### src/rtl/if_id_skid.sv
// Elastic IF/ID pipeline register with a 2-entry skid buffer, flush with drop accounting,
// NOP masking on bubbles and saturating stall/drop counters. Latency 1 cycle; up_ready is registered.
module if_id_skid #(
    parameter int             XLEN      = 32,
    parameter int             ILEN      = 32,
    parameter logic [ILEN-1:0] NOP_INSTR = ILEN'(32'h0000_0013),
    parameter int             CNT_W     = 16
) (
    input  logic             clk,
    input  logic             rst,
    input  logic             flush,
    input  logic             up_valid,
    output logic             up_ready,
    input  logic [XLEN-1:0]  up_pc,
    input  logic [ILEN-1:0]  up_instr,
    input  logic             up_pred_taken,
    output logic             dn_valid,
    input  logic             dn_ready,
    output logic [XLEN-1:0]  dn_pc,
    output logic [ILEN-1:0]  dn_instr,
    output logic             dn_pred_taken,
    output logic [1:0]       occupancy,
    output logic [CNT_W-1:0] stall_cycles,
    output logic [CNT_W-1:0] flush_drops
);

    typedef struct packed {
        logic [XLEN-1:0] pc;
        logic [ILEN-1:0] instr;
        logic            pred;
    } beat_t;

    // Encoding equals the entry count, and bit 1 alone marks a held SKID entry.
    typedef enum logic [1:0] {
        EMPTY = 2'b00,
        ONE   = 2'b01,
        FULL  = 2'b10
    } state_t;

    state_t state_q, state_d;
    beat_t  main_q, skid_q, up_beat;
    logic   main_v, skid_v;
    logic   up_fire, dn_fire;
    logic   load_main, load_skid, main_from_skid;

    assign main_v   = (state_q != EMPTY);
    assign skid_v   = state_q[1];
    assign up_ready = !state_q[1];
    assign up_fire  = up_valid && up_ready;
    assign dn_fire  = main_v && dn_ready;
    assign up_beat  = '{pc: up_pc, instr: up_instr, pred: up_pred_taken};

    always_ff @(posedge clk or posedge rst) begin
        if (rst) begin
            state_q <= EMPTY;
        end else begin
            state_q <= state_d;
        end
    end

    always_comb begin
        state_d        = state_q;
        load_main      = 1'b0;
        load_skid      = 1'b0;
        main_from_skid = 1'b0;
        case (state_q)
            EMPTY: begin
                if (up_fire) begin
                    load_main = 1'b1;
                    state_d   = ONE;
                end
            end
            ONE: begin
                if (up_fire && dn_fire) begin
                    load_main = 1'b1;
                end else if (up_fire) begin
                    load_skid = 1'b1;
                    state_d   = FULL;
                end else if (dn_fire) begin
                    state_d = EMPTY;
                end
            end
            FULL: begin
                if (dn_fire) begin
                    main_from_skid = 1'b1;
                    state_d        = ONE;
                end
            end
            default: state_d = EMPTY;
        endcase
        // Flush wins: a same-cycle dn_fire still completes, everything else is squashed.
        if (flush) begin
            state_d        = EMPTY;
            load_main      = 1'b0;
            load_skid      = 1'b0;
            main_from_skid = 1'b0;
        end
    end

    // Payload of an invalid entry is never observed, so it needs no reset.
    always_ff @(posedge clk) begin
        if (load_main) begin
            main_q <= up_beat;
        end else if (main_from_skid) begin
            main_q <= skid_q;
        end
        if (load_skid) begin
            skid_q <= up_beat;
        end
    end

    logic [1:0]     drop_inc;
    logic [CNT_W:0] drop_sum;

    assign drop_inc = {1'b0, main_v && !dn_fire} + {1'b0, skid_v} + {1'b0, up_fire};
    assign drop_sum = {1'b0, flush_drops} + {{(CNT_W-1){1'b0}}, drop_inc};

    always_ff @(posedge clk or posedge rst) begin
        if (rst) begin
            stall_cycles <= '0;
            flush_drops  <= '0;
        end else begin
            if (!flush && up_valid && !up_ready && (stall_cycles != '1)) begin
                stall_cycles <= stall_cycles + CNT_W'(1);
            end
            if (flush) begin
                flush_drops <= drop_sum[CNT_W] ? '1 : drop_sum[CNT_W-1:0];
            end
        end
    end

    assign dn_valid      = main_v;
    assign dn_pc         = main_v ? main_q.pc    : '0;
    assign dn_instr      = main_v ? main_q.instr : NOP_INSTR;
    assign dn_pred_taken = main_v && main_q.pred;
    assign occupancy     = state_q;

endmodule

### config.mk
export PLATFORM = sky130hd
export DESIGN_NAME = if_id_skid
export DESIGN_NICKNAME = d
export VERILOG_FILES = /design/src/rtl/if_id_skid.sv
export SDC_FILE = /design/constraint.sdc
export NUM_CORES = 1
export LEC_CHECK = 0
export CAP_MARGIN = 30
export CORE_ASPECT_RATIO = 0.5
export CORE_MARGIN = 4
export CORE_UTILIZATION = 45
export DETAILED_ROUTE_END_ITERATION = 10
export PLACE_DENSITY = 0.79
export SETUP_SLACK_MARGIN = 0.5
export SLEW_MARGIN = 10
export SYNTH_ARGS = -nofsm -noshare
export SYNTH_HDL_FRONTEND = slang
export SYNTH_SLANG_ARGS = --single-unit
### constraint.sdc
create_clock -name clk -period 7.8 [get_ports clk]
set_clock_uncertainty 0.1 [all_clocks]
set_input_delay 1.56 -clock clk [delete_from_list [all_inputs] [get_ports clk]]
set_output_delay 1.56 -clock clk [all_outputs]
set_load 0.02 [all_outputs]
Word level (Yosys, flattened, before mapping)
Index checks and enable logic that the tools add are counted.
{"block": "classes", "reduce_logical": 15, "mux": 22, "n_eq_ne": 7, "n_addsub": 4}
{"op": "65-bit 2-to-1 mux", "n": 2}
{"op": "32-bit 2-to-1 mux", "n": 2}
{"op": "16-bit by 2-bit adder with 17-bit output", "n": 1}
{"op": "16-bit by 1-bit adder with 16-bit output (second input constant)", "n": 1}
{"op": "16-bit 2-to-1 mux", "n": 1}
{"op": "16-bit inequality test (second input constant)", "n": 1}
{"op": "2-bit 2-to-1 mux", "n": 6}
{"op": "1-bit 2-to-1 mux", "n": 9}
{"op": "3-bit inequality test (second input constant)", "n": 3}
{"op": "1-bit logical AND", "n": 8}
{"op": "2-bit case mux with 3 select lines", "n": 1}
{"op": "4-bit inequality test (second input constant)", "n": 1}
{"op": "4-bit AND reduction", "n": 1}
{"op": "2-bit nonzero test", "n": 2}
{"op": "1-bit logical NOT", "n": 3}
{"op": "1-bit by 1-bit adder with 2-bit output", "n": 1}
{"op": "2-bit by 1-bit adder with 2-bit output", "n": 1}
{"op": "2-bit by 1-bit == test with 1-bit output (second input constant)", "n": 1}
{"op": "2-bit == test (second input constant)", "n": 1}
{"op": "2-bit logical NOT", "n": 1}
{"op": "1-bit case mux with 2 select lines", "n": 1}
{"block": "totals", "regBits": 164, "input_bits": 70, "output_inout_bits": 101, "word_cells": 57}

Logic depth before layout (Yosys ltp)
Gate-level depths: netlist of run 1.
{"block": "logic_depth", "ltp_word": 8, "mapped_depth": 11}

Worst setup path after synthesis of run 1
OpenSTA, ideal clock, no wires.
{"block": "synth_path", "path_kind": "input to register", "from": "in up_valid", "to": "reg skid_q[0] (netlist bit), enable pin", "stages": 2, "arrival_time_ns": 6.543, "path_slack_ns": 0.576, "n_path_buf": 0, "path_cell_list": "and2b_1 > nor3b_1"}
{"block": "synth_between", "elab_chain_len": 5, "elab_cells_between_ends": 6, "classes_between": "mux (4); reduce/logical (2)"}
{"item": "start, declared", "line": "12", "rtl": "input logic up_valid,"}
{"item": "1-bit logical AND (*)", "line": "49", "rtl": "assign up_fire = up_valid && up_ready;"}
{"item": "1-bit 2-to-1 mux / 1-bit logical AND (equally long branches)", "line": "76, 74"}
{"item": "1-bit 2-to-1 mux (*)", "line": "74", "rtl": "if (up_fire && dn_fire) begin"}
{"item": "1-bit 2-to-1 mux (*)", "line": "66", "rtl": "case (state_q)"}
{"item": "1-bit 2-to-1 mux (*)", "line": "92", "rtl": "if (flush) begin"}
{"item": "via load_skid", "line": "44", "rtl": "logic load_main, load_skid, main_from_skid;"}
{"item": "end signal, assigned", "line": "108", "rtl": "skid_q <= up_beat;"}
{"item": "end, declared", "line": "41", "rtl": "beat_t main_q, skid_q, up_beat;"}
The timed path passes the listed nets; every way through them passes the cells marked *.
A chain may end at the register's enable or synchronous reset.

Worst setup path in the final report of run 1
{"block": "layout_path", "from": "reg state_q[1] (netlist: occupancy[1])", "to": "out dn_instr[22]"}
{"block": "layout_between", "elab_chain_len": 2}
{"item": "start, declared", "line": "40", "rtl": "state_t state_q, state_d;"}
{"item": "start signal, assigned", "line": "57", "rtl": "state_q <= state_d;"}
{"item": "2-bit nonzero test", "line": "46", "rtl": "assign main_v = (state_q != EMPTY);"}
{"item": "32-bit 2-to-1 mux", "line": "134", "rtl": "assign dn_instr = main_v ? main_q.instr : NOP_INSTR;"}
{"item": "end, declared", "line": "20", "rtl": "output logic [ILEN-1:0] dn_instr,"}
Every way passes these cells.

==> impl_metrics.ini, run 1 <==
[die]
start_util_pct = 46.9
die_x_um = 184
num_rows = 31
coreArea_um2 = 14800
die_h_um = 95.8
pin_count = 171
die_area_um2 = 17600

[synth]
mappedNetlistNets = 525
synth-seq-cells = 164
ys_types = 39
synth_area_um2 = 6940
synth_top_area_share_pct = 56.3
syn-instance-count = 450
ys_top_cells_by_area = edfxtp_1 (56%), dfrtp_1 (12%), mux2_2 (11%), and2_1 (5.6%), xor2_1 (1.5%)
ys_seq_area_share_pct = 68.5
synth_warnings = 0
synth_top_area_cell = edfxtp_1
synth.avg_cell_area_um2 = 15.4

[clock_network]
numCtsBuffers = 17
postCtsSetupRepairBufs = 0
clock_path_buffers = 2
clk_latency_ns = 0.41
hold_buffers = 0
cts.clk_slew.worst_paths_ns = 0.06
h-tree-depth = 4
cts_root_buffer = clkbuf_16
cts_tree = done
clock_sinks = 164
cts_resized = 0

[sta]
rsz0062_at_grt = false
finalCritPeriodShare_pct = 53.3
worst_slew_pin_slew_ns = 0.894
fin_tns_setup_ns = 0
hold_viol_final = 0
period_needed_ns = 4.16
whs_ns = 0.398
setup_viol = 0
relSlewSlack_pct = 40.4
max_freq_mhz = 240
drv_slew = 0

[power_and_ir_drop]
sw_frac_of_total_pct = 25.3
switchingPower_mw = 0.554
power.internal_mw = 1.64
p_seq_share_pct = 47.2
leakagePower_nw = 3.50
combPwrFrac_pct = 15.1
power_density_nw_per_um2 = 231
clkPwrFrac_pct = 37.6
irDropWorstVdd_v = 0.000147
power.total_mw = 2.19

[grt]
antenna_found_initial = 0
grt_pass1_vias = 4265
grt_first_pass_wirelength_mm = 22.9
grt_remaining_overflow = 0
grt_usage_pct = 16.8
grt_max_degree = 66

[critical_path]
path_max_fanout = 36
worstSetupEndpoint = dn_instr[22]
r2r_setup_slack_ns = 4.29
rr_worst_depth = 9
r2r-end = flush_drops[13]
worstSetupStartpoint = occupancy[1]
critPathArrivalTime_ns = 2.50
crit_path_start_kind = flip-flop
cp_data_required_time_ns = 6.14
crit_type = flip-flop to primary output
setup.worst_path.end_class = primary output
r2r-start = occupancy[1]

[final_layout]
final_cell_mix = clkdlybuf4s50_1 (170), edfxtp_1 (130), mux2_2 (67), and2_1 (62), dfrtp_1 (34)
fin_cells = 839
drive_gt1_share_pct = 17.8
area_delta_synth_final_pct = 36.7
final_common_cell = clkdlybuf4s50_1
antenna_cells = 0
nNetsFinal = 703

[routing]
wl_mm = 14.8
ant_nets = 0
drt_drc_violations_left = 0
dr_total_vias = 4238
detail_route.first_pass.iterations = 4
drtIter0Drc = 288
wl_per_cell_um = 17.6
vias_per_cell = 5.05

[job]
cap_violations = 0

[worst_hold_path]
hold_class = flip-flop to flip-flop

[placement]
io_buffers = 170
dp_hpwl_mm = 10.1
place_inst = 806
gp_congestion = 0.713

[outcome]
status = complete, no violations
[through the flow]
| step | setup WS, ns | cell area, um^2 | utilization (%) |
|---|---|---|---|
| 2_1_floorplan | 0.576 | 6940 | - |
| 3_3_place_gp | 3.35 | 8850 | 59.9 |
| 3_5_place_dp | 3.27 | 8870 | 60.0 |
| 4_1_cts | 3.55 | 9460 | 64.0 |
| 5_1_grt | 3.43 | 9480 | 64.2 |
| 6_report | 3.64 | 9480 | 64.2 |
[registers in the layout, summed over array words and instances (netlist names)]
register and flops:
skid_q 65, flush_drops 16, main_q 65, occupancy 2, stall_cycles 16
[critical path: stages, from the launching register on]
cell and delay (ns):
dfrtp_1 0.48, or2_2 0.53, buf_16 0.24, and2_1 0.14, clkdlybuf4s50_1 0.65
[layout make-up]
type / instances / area (um^2)
Inverter: 4 / 15.0
Clock buffer: 18 / 429
Clock inverter: 14 / 154
Timing Repair Buffer: 176 / 1790
Tap cell: 198 / 248
Sequential cell: 164 / 4750
Multi-Input combinational cell: 265 / 2100
Fill cell: 1095 / 5290
[power groups by stage]
stage,Sequential (mW),Combinational (mW),Clock (mW)
floorplan,1.07,0.150,0
CTS,1.04,0.335,0.843
global placement,1.05,0.321,0
finish,1.04,0.332,0.824
detailed placement,1.05,0.333,0
global route,1.04,0.355,0.884
[worst min path at each step]
| stage | startpoint | cells past startpoint | slack [ns] | endpoint |
|---|---|---|---|---|
| 6_report | stall_cycles[12] | 1 | 0.40 | stall_cycles[12] |
| 3_5_place_dp | stall_cycles[12] | 1 | 0.39 | stall_cycles[12] |
| 5_1_grt | stall_cycles[12] | 1 | 0.43 | stall_cycles[12] |
| 2_1_floorplan | skid_q[14] | 1 | 0.42 | main_q[14] |
| 3_3_place_gp | stall_cycles[12] | 1 | 0.38 | stall_cycles[12] |
| 4_1_cts | stall_cycles[12] | 1 | 0.40 | stall_cycles[12] |
[per-layer routing]
metal,global-route usage [%],up-vias,wire [um],part of all wire (%)
met1,20.9,2120,6090,41
li1,-,2007,-,-
met2,29.5,97,7800,53
met3,3.66,14,634,4.3
met5,0,-,0,0
met4,5.89,0,231,1.6
[cells by family (layout without fill, tap and decap cells)]
| group | Yosys count | count (layout) | share of synthesized area (%) |
|---|---|---|---|
| xor+xnor | 22 | 22 | 2.78 |
| fa+ha+maj | 5 | 5 | 1.12 |
| simple gates | 152 | 152 | 13.4 |
| mux | 71 | 71 | 11.5 |
| buf+inv | 21 | 212 | 1.48 |
| compound gates | 15 | 15 | 1.21 |
| flops | 164 | 164 | 68.5 |
[cells in the mapped netlist]
master,n
fa_1,2
inv_1,4
nand3b_1,2
nor4_4,2
or2_2,1
mux2_2,67
and2_1,62
or2_1,1
nor2_1,10
xor2_1,12
nor2_2,1
and2b_1,1
a21oi_1,7
o21ai_0,5
nor4_1,6
edfxtp_1,130
nand2b_1,6
nand4_1,5
mux2i_1,3
nand4_2,1
xnor2_1,10
buf_4,5
nor3_1,11
nand3_1,11
nor3_2,1
or4_1,1
ha_1,3
a41oi_1,1
nor3b_1,1
nor2b_1,3
dfrtp_1,34
mux2_4,1
buf_2,4
nand2_1,20
and3_1,3
a21boi_0,2
nand4_4,2
nand4b_1,1
clkbuf_1,8
Power figures use the tool's default switching activity.
==> run 2: changes to the inputs <==
PLACE_DENSITY = 0.82   (was 0.79)
clock period = 3.5 ns   (was 7.8 ns; I/O delays follow)
==> run 2 against run 1 <==
Net effect: clock-buffer cell count down 1; global-route usage up 1.1 points; clock power up 120%; highest routed layer unchanged; setup slack worse by 3.0 ns; critical endpoint is now flush_drops[14]; flip-flop and latch count unchanged; die area unchanged.
==> impl_metrics.ini, run 2 (synthesis gave the netlist of run 1 again) <==
[final_layout]
top_regs = main_q (65), skid_q (65)
register_area_um2 = 4760
area_delta_synth_final_pct = 37.1
antenna_cells = 0
final_common_cell = edfxtp_1
nNetsFinal = 709
fin_cells = 845
design_area_um2 = 9510
drive_gt1_share_pct = 19.9
final_cell_mix = edfxtp_1 (130), clkdlybuf4s50_1 (105), mux2_2 (67), dlygate4sd2_1 (64), and2_1 (62)
filler_cell_count = 1124
multiInputGateArea_um2 = 2140

[die]
die_x_um = 184
coreArea_um2 = 14800
die_h_um = 95.8
start_util_pct = 46.9
num_rows = 31
die_area_um2 = 17600
pin_count = 171

[grt]
grt_remaining_overflow = 0
grt_max_degree = 67
grt_first_pass_wirelength_mm = 24.4
grt_pass1_vias = 4612
antenna_found_initial = 0
grt_usage_pct = 17.9

[critical_path]
rr_worst_depth = 9
r2r-start = occupancy[0]
critPathArrivalTime_ns = 3.08
r2r_setup_slack_ns = 0.63
path_max_fanout = 7
crit_type = flip-flop to flip-flop
r2r-end = flush_drops[14]
setup.worst_path.end_class = flip-flop
crit_path_start_kind = flip-flop
worstSetupStartpoint = occupancy[0]
cp_data_required_time_ns = 3.71

[routing]
vias_per_cell = 5.14
wl_per_cell_um = 18.3
drtIter0Drc = 331
drt_drc_violations_left = 0
wl_mm = 15.5
detail_route.first_pass.iterations = 6
ant_nets = 0
dr_total_vias = 4341

[worst_hold_path]
holdPathEnd = stall_cycles[12]
hold_class = flip-flop to flip-flop
holdCritStartpoint = stall_cycles[12]
hold_depth = 1

[sta]
fin_tns_setup_ns = 0
whs_ns = 0.415
setup_viol = 0
max_freq_mhz = 348
rsz0062_at_grt = false
period_needed_ns = 2.87
relSlewSlack_pct = 55.5
drv_slew = 0
worst_slew_pin_slew_ns = 0.667
finalCritPeriodShare_pct = 82.1
hold_viol_final = 0

[placement]
place_inst = 812
io_buffers = 170
dp_hpwl_mm = 10.4
gp_congestion = 0.800
placed_area_um2 = 8980

[clock_network]
cts.clk_slew.worst_paths_ns = 0.07
numCtsBuffers = 17
clock_path_buffers = 2
cts_root_buffer = clkbuf_16
clk_latency_ns = 0.42
h-tree-depth = 4
clock_sinks = 164
cts_tree = done

[power_and_ir_drop]
power.total_mw = 4.86
power_density_nw_per_um2 = 511
irDropWorstVdd_v = 0.000324
leakagePower_nw = 3.78

[outcome]
status = complete, no violations

[job]
cap_violations = 0
-- run 2: cell types whose count changed in the layout (fill, tap and decap cells not counted), moves of 5 or more --
cell / delta
clkdlybuf4s50_1: -65
dlygate4sd2_1: +64
inv_6: +6
buf_12: +5
-- run 2: layout make-up --
type,count,area share (%)
Clock buffer,17,4.47
Clock inverter,15,1.49
Inverter,4,0.158
Multi-Input combinational cell,265,22.5
Sequential cell,164,50.0
Tap cell,198,2.60
Timing Repair Buffer,182,18.8
-- run 2: through the flow --
stage	setup slack [ns]	util (%)
5_1_grt	0.478	64.4
6_report	0.627	64.4
2_1_floorplan	0.391	-
3_3_place_gp	0.219	60.8
4_1_cts	0.442	64.1
3_5_place_dp	0.125	60.8
-- run 2: routing by layer --
| layer | wire [um] | GRT usage [%] | part of all wire (%) | up-vias |
|---|---|---|---|---|
| li1 | - | - | - | 2025 |
| met1 | 6530 | 21.6 | 42 | 2196 |
| met2 | 8080 | 32.1 | 52 | 98 |
| met3 | 515 | 3.85 | 3.3 | 22 |
| met4 | 334 | 6.82 | 2.2 | 0 |
| met5 | 0 | 0 | 0 | - |
-- run 2: power breakdown --
group | total [mW] | switching (mW) | internal, mW
Combinational | 0.717 | 0.371 | 0.347
Clock | 1.82 | 0.825 | 0.998
Sequential | 2.32 | 0.104 | 2.22
-- run 2: critical path, stage by stage, from the launching register on --
cell,delay (ns)
dfrtp_2,0.46
or2_2,0.35
nor2b_1,0.15
fa_1,0.48
ha_1,0.18
fa_2,0.27
nand3_4,0.14
nor4_4,0.23
nand3_1,0.12
mux2_2,0.28
-- run 2: how the worst max path moves through the flow --
stage / end / slack [ns] / cells past startpoint
final: flush_drops[14] / 0.63 / 9
after global routing: flush_drops[14] / 0.48 / 9
after CTS: dn_instr[13] / 0.44 / 4
after detailed placement: flush_drops[9] / 0.13 / 10
after global placement: flush_drops[8] / 0.22 / 10
after floorplan: skid_q[0] / 0.39 / 2
-- run 2: what timing repair did --
item | 4_1_cts | 5_1_grt
buffers inserted | 0 | 1
pin swaps | 0 | 2
endpoints found under the setup margin | 66 | 13
resized for setup | 66 | 6
endpoints found under the hold margin | 0 | 0
hold buffers | 0 | 0
==> run 3: changes to the inputs <==
clock period = 2.44 ns   (was 3.5 ns; I/O delays follow)
==> run 3 against run 2 <==
Net effect: the flow now finishes with violations (setup timing); routed wire length up 37%; core utilization is 11 points higher; design area grew 17%; clock power grew 49%; register-to-register slack got worse by 0.92 ns; power up 58%; fmax up 5.3%; sequential power grew 43%; setup slack worse by 0.92 ns.
==> impl_metrics.ini, run 3 (synthesis gave the netlist of run 1 again) <==
[outcome]
status = finished with violations
violations = setup timing

[clock_network]
numCtsBuffers = 17
cts_root_buffer = clkbuf_16
hold_buffers = 0
clock_sinks = 164
clock_path_buffers = 2
h-tree-depth = 4
clk_latency_ns = 0.42
cts.clk_slew.worst_paths_ns = 0.07
cts_tree = done

[sta]
relSlewSlack_pct = 36.6
fin_tns_setup_ns = -7.61
max_freq_mhz = 366
rsz0062_at_grt = true
layout_setup_ws_ns = -0.289
setup_viol = 62
drv_slew = 0
finalCritPeriodShare_pct = 112
worst_slew_pin_slew_ns = 0.944
hold_viol_final = 0
period_needed_ns = 2.73

[grt]
grt_usage_pct = 19.4
grt_pass1_vias = 4746
antenna_found_initial = 0
grt_remaining_overflow = 0
grt_first_pass_wirelength_mm = 26.2
grt_max_degree = 35

[routing]
drtIter0Drc = 263
detail_route.first_pass.iterations = 4
ant_nets = 0
wl_per_cell_um = 23.2
drt_drc_violations_left = 0
dr_total_vias = 4950
wl_mm = 21.2
vias_per_cell = 5.42

[critical_path]
crit_type = flip-flop to flip-flop
path_max_fanout = 7
cp_data_required_time_ns = 2.69
critPathArrivalTime_ns = 2.98
crit_path_start_kind = flip-flop
setup.worst_path.end_class = flip-flop

[power_and_ir_drop]
power_density_nw_per_um2 = 687
irDropWorstVdd_v = 0.000549
leakagePower_nw = 4.78

[final_layout]
top_regs = main_q (65), skid_q (65)
design_area_um2 = 11200
antenna_cells = 0
final_common_cell = edfxtp_1
drive_gt1_share_pct = 44.7
final_cell_mix = edfxtp_1 (130), clkdlybuf4s50_1 (78), buf_6 (58), mux2_4 (56), buf_4 (41)
filler_cell_count = 820
area_delta_synth_final_pct = 60.8
nNetsFinal = 778

[die]
die_area_um2 = 17600
die_x_um = 184
pin_count = 171
die_h_um = 95.8
coreArea_um2 = 14800
num_rows = 31
start_util_pct = 46.9

[job]
cap_violations = 0

[placement]
dp_hpwl_mm = 11.0
placed_area_um2 = 9290
io_buffers = 170
gp_congestion = 0.769

[worst_hold_path]
hold_class = input port to asynchronous set/reset pin
-- run 3: changes by cell type in the layout (fill, tap and decap cells not counted), sizes merged --
cell,before,now
buf,12,130
dlygate4sd2,64,23
clkdlybuf4s50,105,78
clkbuf,17,39
inv,12,8
clkinvlp,2,0
clkdlybuf4s15,0,1
dlymetal6s2s,1,2
nand3,11,12
-- run 3: timing repair --
action	CTS	global route
buffers inserted	4	18
gates cloned	5	19
setup endpoints to repair	282	290
pin swaps	3	2
gates resized for setup	274	271
-- run 3: layout make-up --
type / instances / area [um^2] / area share, %
Inverter: 4 / 15.0 / 0.135
Clock buffer: 23 / 514 / 4.61
Sequential cell: 164 / 4760 / 42.6
Tap cell: 198 / 248 / 2.22
Timing Repair Buffer: 250 / 2960 / 26.5
Multi-Input combinational cell: 266 / 2580 / 23.1
Clock inverter: 9 / 88.8 / 0.796
-- run 3: worst max-delay path, stage by stage, from the launching register on --
cell,delay (ns)
dfrtp_2,0.42
or2_4,0.24
nor2b_4,0.14
fa_1,0.58
ha_2,0.21
fa_2,0.25
nand3_4,0.11
buf_4,0.17
nor2_4,0.15
nand3_4,0.17
nand2_2,0.12
-- run 3: layer usage --
layer	global-route usage (%)	wire length [um]
met1	24.1	8790
met2	35.3	11000
met3	4.23	1030
met4	4.58	409
met5	0	0
-- run 3: report_power, final --
group | total (mW) | switching [mW] | internal (mW)
logic | 1.64 | 0.767 | 0.875
registers | 3.31 | 0.129 | 3.18
clock network | 2.72 | 1.11 | 1.60
-- run 3: worst paths after layout --
check                      cells after the start          endpoint        startpoint  slack [ns]
hold / removal                                 3    flush_drops[3]               rst        0.37
max in group asynchronous                      3      occupancy[1]               rst        1.52
setup / recovery                              10    flush_drops[1]      occupancy[0]       -0.29
min in group clk                               1  stall_cycles[12]  stall_cycles[12]        0.41
setup reg to reg                              10    flush_drops[1]      occupancy[0]       -0.29
hold reg to reg                                1  stall_cycles[12]  stall_cycles[12]        0.41
-- run 3: metrics by stage --
| step | instances | util [%] | setup WS (ns) | hold WS (ns) | power (mW) |
|---|---|---|---|---|---|
| 6_report | 914 | 75.5 | -0.289 | 0.368 | 7.67 |
| 3_5_place_dp | 836 | 62.9 | -0.609 | 0.409 | 4.57 |
| 2_1_floorplan | 450 | - | -0.544 | 0.423 | 3.94 |
| 4_1_cts | 877 | 68.0 | -0.213 | 0.375 | 7.28 |
| 3_3_place_gp | 836 | 62.9 | -0.546 | 0.387 | 4.53 |
| 5_1_grt | 914 | 75.5 | -0.377 | 0.421 | 7.92 |
==> edit 1 (flow settings as in run 1) <==
Put a register stage on the output `dn_pred_taken`. The value now appears one clock later. The other outputs are not delayed to match.
--- a/src/rtl/if_id_skid.sv
+++ b/src/rtl/if_id_skid.sv
@@ -134,3 +134,5 @@
     assign dn_instr      = main_v ? main_q.instr : NOP_INSTR;
-    assign dn_pred_taken = main_v && main_q.pred;
+    always_ff @(posedge clk) begin
+        dn_pred_taken <= main_v && main_q.pred;
+    end
     assign occupancy     = state_q;
Check against the original RTL: not equivalent (Yosys sat finds a counterexample within 4 cycles, from zero or initial values and one cycle with rst high).
==> edit 1 against run 1 <==
- clock power is 4.6% higher
- combinational power shrank 1%
- critical endpoint is now dn_pc[8]
- final area is 0.15% higher
- count of clock-buffer cells in the layout decreased by 1
- synthesized cell count up 0.22%
- worst setup slack got worse by 0.038 ns
- global-route usage decreased by 0.38 points
- critical path type unchanged
- power grew 1.8%
- sequential power about the same
- area after synthesis up 0.29%
- core utilization up 0.093 points
- sequential cell count is 1 higher
- wire length down 1.8%
==> edit 1: results (changes against run 1) <==
* Status: complete, no violations
* Iter 0 DRT Violations at 309 (+7.3%)
* Clock-pin slew on the worst setup and hold paths at 0.07 ns
* Wire length per cell at 17.3 µm (-1.6%)
* Top cells by area, synth: edfxtp_1, dfrtp_1, mux2_2, and2_1, xor2_1
* Fill count at 1077 (-1.6%)
* Asr flop ratio synth at 20.6% (-0.13 points)
* Clk_lat worst skew at 0.41 ns (about the same)
* Crit-path leading delay family: buffers and inverters
* Worst EP arrival at 2.54 ns (+0.04 ns)
* Max stage delay on crit path at 0.62 ns (-0.03 ns)
* Share of cells above drive strength 1 at 17.8% (+0.028 points)
* Sequential share of the synthesized area at 68.6% (+0.091 points)
* Dpl ws at 3.49 ns (+0.229 ns)
* Routed via count at 4255 (+0.40%)
* Crit-path max FO at 37 (+2.8%)
* Measured slew at the worst slew-check pin at 0.918 ns (+0.0247 ns)
* Router iterations before antenna repair at 5 (+1)
* HP Class: flip-flop to flip-flop
* DP Wirelength at 9.44 mm (-6.5%)
* Post-Syn Nets at 526 (+0.19%)
* Final GP Congestion at 0.765 (+7.3%)
* Lkg Pwr at 0.00351 µW (+0.29%)
* First-pass GRT wire length at 22.4 mm (-2.0%)
* Yosys cell types at 40 (+2.6%)
* H-tree depth at 4 (unchanged)
* Largest vdd supply drop at 0.000187 V (+27%)
* Total global-route track usage at 16.4% (-0.38 points)
* Crit-path slowest cell: clkdlybuf4s50_1
* Setup Buffers After CTS at 0 (unchanged)
* YS warnings at 0 (unchanged)
* Post-synth EDFFs at 130 (unchanged)
* Post-CTS sizing at 0 (unchanged)
* Antenna diodes at 0 (unchanged)
* Largest regs: main_q (65), skid_q (65)
[edit 1: metal layers]
metal / vias up / track usage, % / part of all wire [%]
met1: 2142 / 20.3 / 43
met3: 9 / 3.89 / 4.4
li1: 2016 / - / -
met2: 88 / 29.4 / 52
met5: - / 0 / 0
met4: 0 / 4.24 / 0.55
[edit 1: area by class of cell]
class                   instances  area share [%]
flip-flops and latches        165            50.3
multi-input cells             265            22.1
repair buffers                175            18.5
clock buffers                  17            4.48
well taps                     198            2.61
clock inverters                14            1.88
inverters                       4           0.158
[edit 1: path summary, 6_finish.rpt]
path | start | end | slack, ns | cells after the start
worst max-delay path | occupancy[1]$_DFFE_PP0P_ | dn_pc[8] | 3.60 | 4
worst min-delay path | main_q[0]$_DFFE_PP_ | dn_pred_taken$_DFF_P_ | 0.34 | 1
worst max register to register | occupancy[1]$_DFFE_PP0P_ | flush_drops[2]$_DFFE_PP0P_ | 4.34 | 9
worst min register to register | main_q[0]$_DFFE_PP_ | dn_pred_taken$_DFF_P_ | 0.34 | 1
max in group asynchronous | rst | stall_cycles[12]$_DFFE_PP0P_ | 5.85 | 3
min in group asynchronous | rst | flush_drops[13]$_DFFE_PP0P_ | 1.44 | 3
[edit 1: kinds of logic after synthesis]
group,synth area share (%)
AOI/OAI and AO/OA,1.20
xor gates and xnor gates,2.77
adders and majority gates,1.11
buffers and inverters,1.47
DFF,68.6
muxes,11.5
and+or+nand+nor,13.3
[edit 1: stage by stage]
step | total power [µW] | util (%) | cell area, µm² | hold slack, ns | std cells
2_1_floorplan | 1220 | - | 6960 | 0.320 | 451
3_3_place_gp | 1380 | 60.0 | 8870 | 0.328 | 806
3_5_place_dp | 1390 | 60.2 | 8890 | 0.331 | 807
4_1_cts | 2260 | 64.3 | 9500 | 0.347 | 838
5_1_grt | 2330 | 64.3 | 9500 | 0.374 | 838
6_report | 2230 | 64.3 | 9500 | 0.343 | 838
[edit 1: power breakdown]
| group | internal (µW) | total [µW] | switching [µW] |
|---|---|---|---|
| clock | 508 | 862 | 354 |
| sequential | 1000 | 1040 | 41.0 |
| combinational | 164 | 328 | 164 |
==> edit 2 (config.mk and constraints of run 1) <==
Without the edit above. `CNT_W`: 16 -> 24.
--- a/src/rtl/if_id_skid.sv
+++ b/src/rtl/if_id_skid.sv
@@ -6,3 +6,3 @@
     parameter logic [ILEN-1:0] NOP_INSTR = ILEN'(32'h0000_0013),
-    parameter int             CNT_W     = 16
+    parameter int             CNT_W     = 24
 ) (
Ports: changed (resized flush_drops and stall_cycles); port bits go from 171 to 187. The function was not compared with the original's and may differ.
==> edit 2 against run 1 <==
- via count up 17%
- power up 5.0%
- hold slack better by 0.017 ns
- sequential cell count up 16
- final area up 9.8%
- wire length up 16%
- core utilization down 1.3 points
- worst setup slack better by 0.037 ns
- clock power up 4.5%
- final cell count up 15%
- count of clock-buffer cells in the layout down 1
- area after synthesis up 11%
- critical path type unchanged
- largest power group unchanged
==> edit 2: results (changes against run 1) <==
* Met2 Wirelength at 8.83 mm (+13%)
* WHS at 0.415 ns (+0.0170 ns)
* Fraction of area in non-clock buffers at 18.5% (-0.35 points)
* Reg2Reg Setup Slack at 4.32 ns (+0.03 ns)
* Largest regs: main_q (65), skid_q (65)
* Logic inverters at 6 (+2)
* Vias per cell at 5.14 (+1.7%)
* Final GP Congestion at 0.825 (+16%)
* HP Start: stall_cycles[21]$_DFFE_PP0P_
* Xor-xnor portion of the synthesized cell area at 4.11% (+1.3 points)
* Crit-path max FO at 37 (+2.8%)
* Clk sinks at 180 (+9.8%)
* Port Buffers at 186 (+9.4%)
* Measured slew at the worst slew-check pin at 0.916 ns (+0.0220 ns)
* Routed met1 length at 7.40 mm (+21%)
* Vias in the first global route at 5132 (+20%)
* Fill count at 1263 (+15%)
* Lkg Pwr at 0.00386 µW (+10%)
* Compound-Gate Fraction of Synth Area at 1.55% (+0.34 points)
* First-pass GRT wire length at 27.5 mm (+20%)
* Iter 0 DRT Violations at 259 (-10%)
* Hold Crit Endpoint: stall_cycles[21]$_DFFE_PP0P_
* Sequential share of the synthesized area at 67.2% (-1.4 points)
* Switching part of the total at 26.2% (+0.90 points)
* CLK BUF at 17 (-1)
* Synth top cells by count: edfxtp_1, mux2_2, and2_1
* Final clock-cell share at 5.64% (-0.51 points)
* Met2 usage at 31.5% (+2.1 points)
* Worst r2r src: occupancy[0]$_DFFE_PP0P_
* Mux contribution to synthesized area at 10.7% (-0.81 points)
* Asr flop ratio synth at 27.8% (+7.0 points)
* DP Cell Count at 933 (+16%)
* Seq area share at 49.5% (-0.61 points)
* Top cells by area, synth: edfxtp_1, dfrtp_1, mux2_2, and2_1, xnor2_1
* Nets at 800 (+14%)
* Wire length per cell at 17.7 µm (+0.73%)
* Multi-input combinational area share at 23.4% (+1.3 points)
* DP Wirelength at 11.5 mm (+14%)
* Largest vdd supply drop at 0.000153 V (+3.8%)
* Cells after Synth at 535 (+19%)
* CTS max path bufs at 2 (unchanged)
* End of the worst register-to-register path: flush_drops[2]$_DFFE_PP0P_
* Worst Setup EP: dn_pred_taken
* Share of cells above drive strength 1 at 15.7% (-2.1 points)
* Non-clock buffers at 191 (+8.5%)
* Worst EP arrival at 2.46 ns (-0.04 ns)
* Grt met1 use at 23.1% (+2.2 points)
* Status: complete, no violations
* Post-Synth Adder-Cell Area at 1.01% (-0.11 points)
* Total global-route track usage at 18.2% (+1.4 points)
* Comb_multi_in at 329 (+24%)
* Met3 usage at 3.34% (-0.33 points)
* Post-Syn Nets at 610 (+16%)
* Yosys cell types at 40 (+2.6%)
* Routed via count at 4956 (+17%)
* WL met3 at 563 µm (-11%)
## edit 2: cell count changes after synthesis, moves of 3 or more
cell	before	now
and4_1	0	3
clkbuf_1	8	14
nand3_1	11	18
buf_4	5	0
nor2_1	10	17
xor2_1	12	15
dfrtp_1	34	50
nand2_1	20	39
or3_1	0	3
xnor2_1	10	21
nand4_1	5	15
## edit 2: power by group through the flow
stage	sequential (µW)	combinational, µW	clock [µW]
6_report	1110	329	861
5_1_grt	1120	358	926
4_1_cts	1110	335	881
3_5_place_dp	1130	333	0
3_3_place_gp	1130	323	0
2_1_floorplan	1150	145	0
## edit 2: metrics by stage
step	worst slack (ns)	power [µW]	cell area, µm²	utilization (%)
6_report	3.68	2300	10400	62.9
5_1_grt	3.47	2400	10400	62.9
4_1_cts	3.60	2330	10400	62.9
3_5_place_dp	3.38	1470	9820	59.3
3_3_place_gp	3.44	1450	9780	59.1
2_1_floorplan	2.05	1300	7680	-
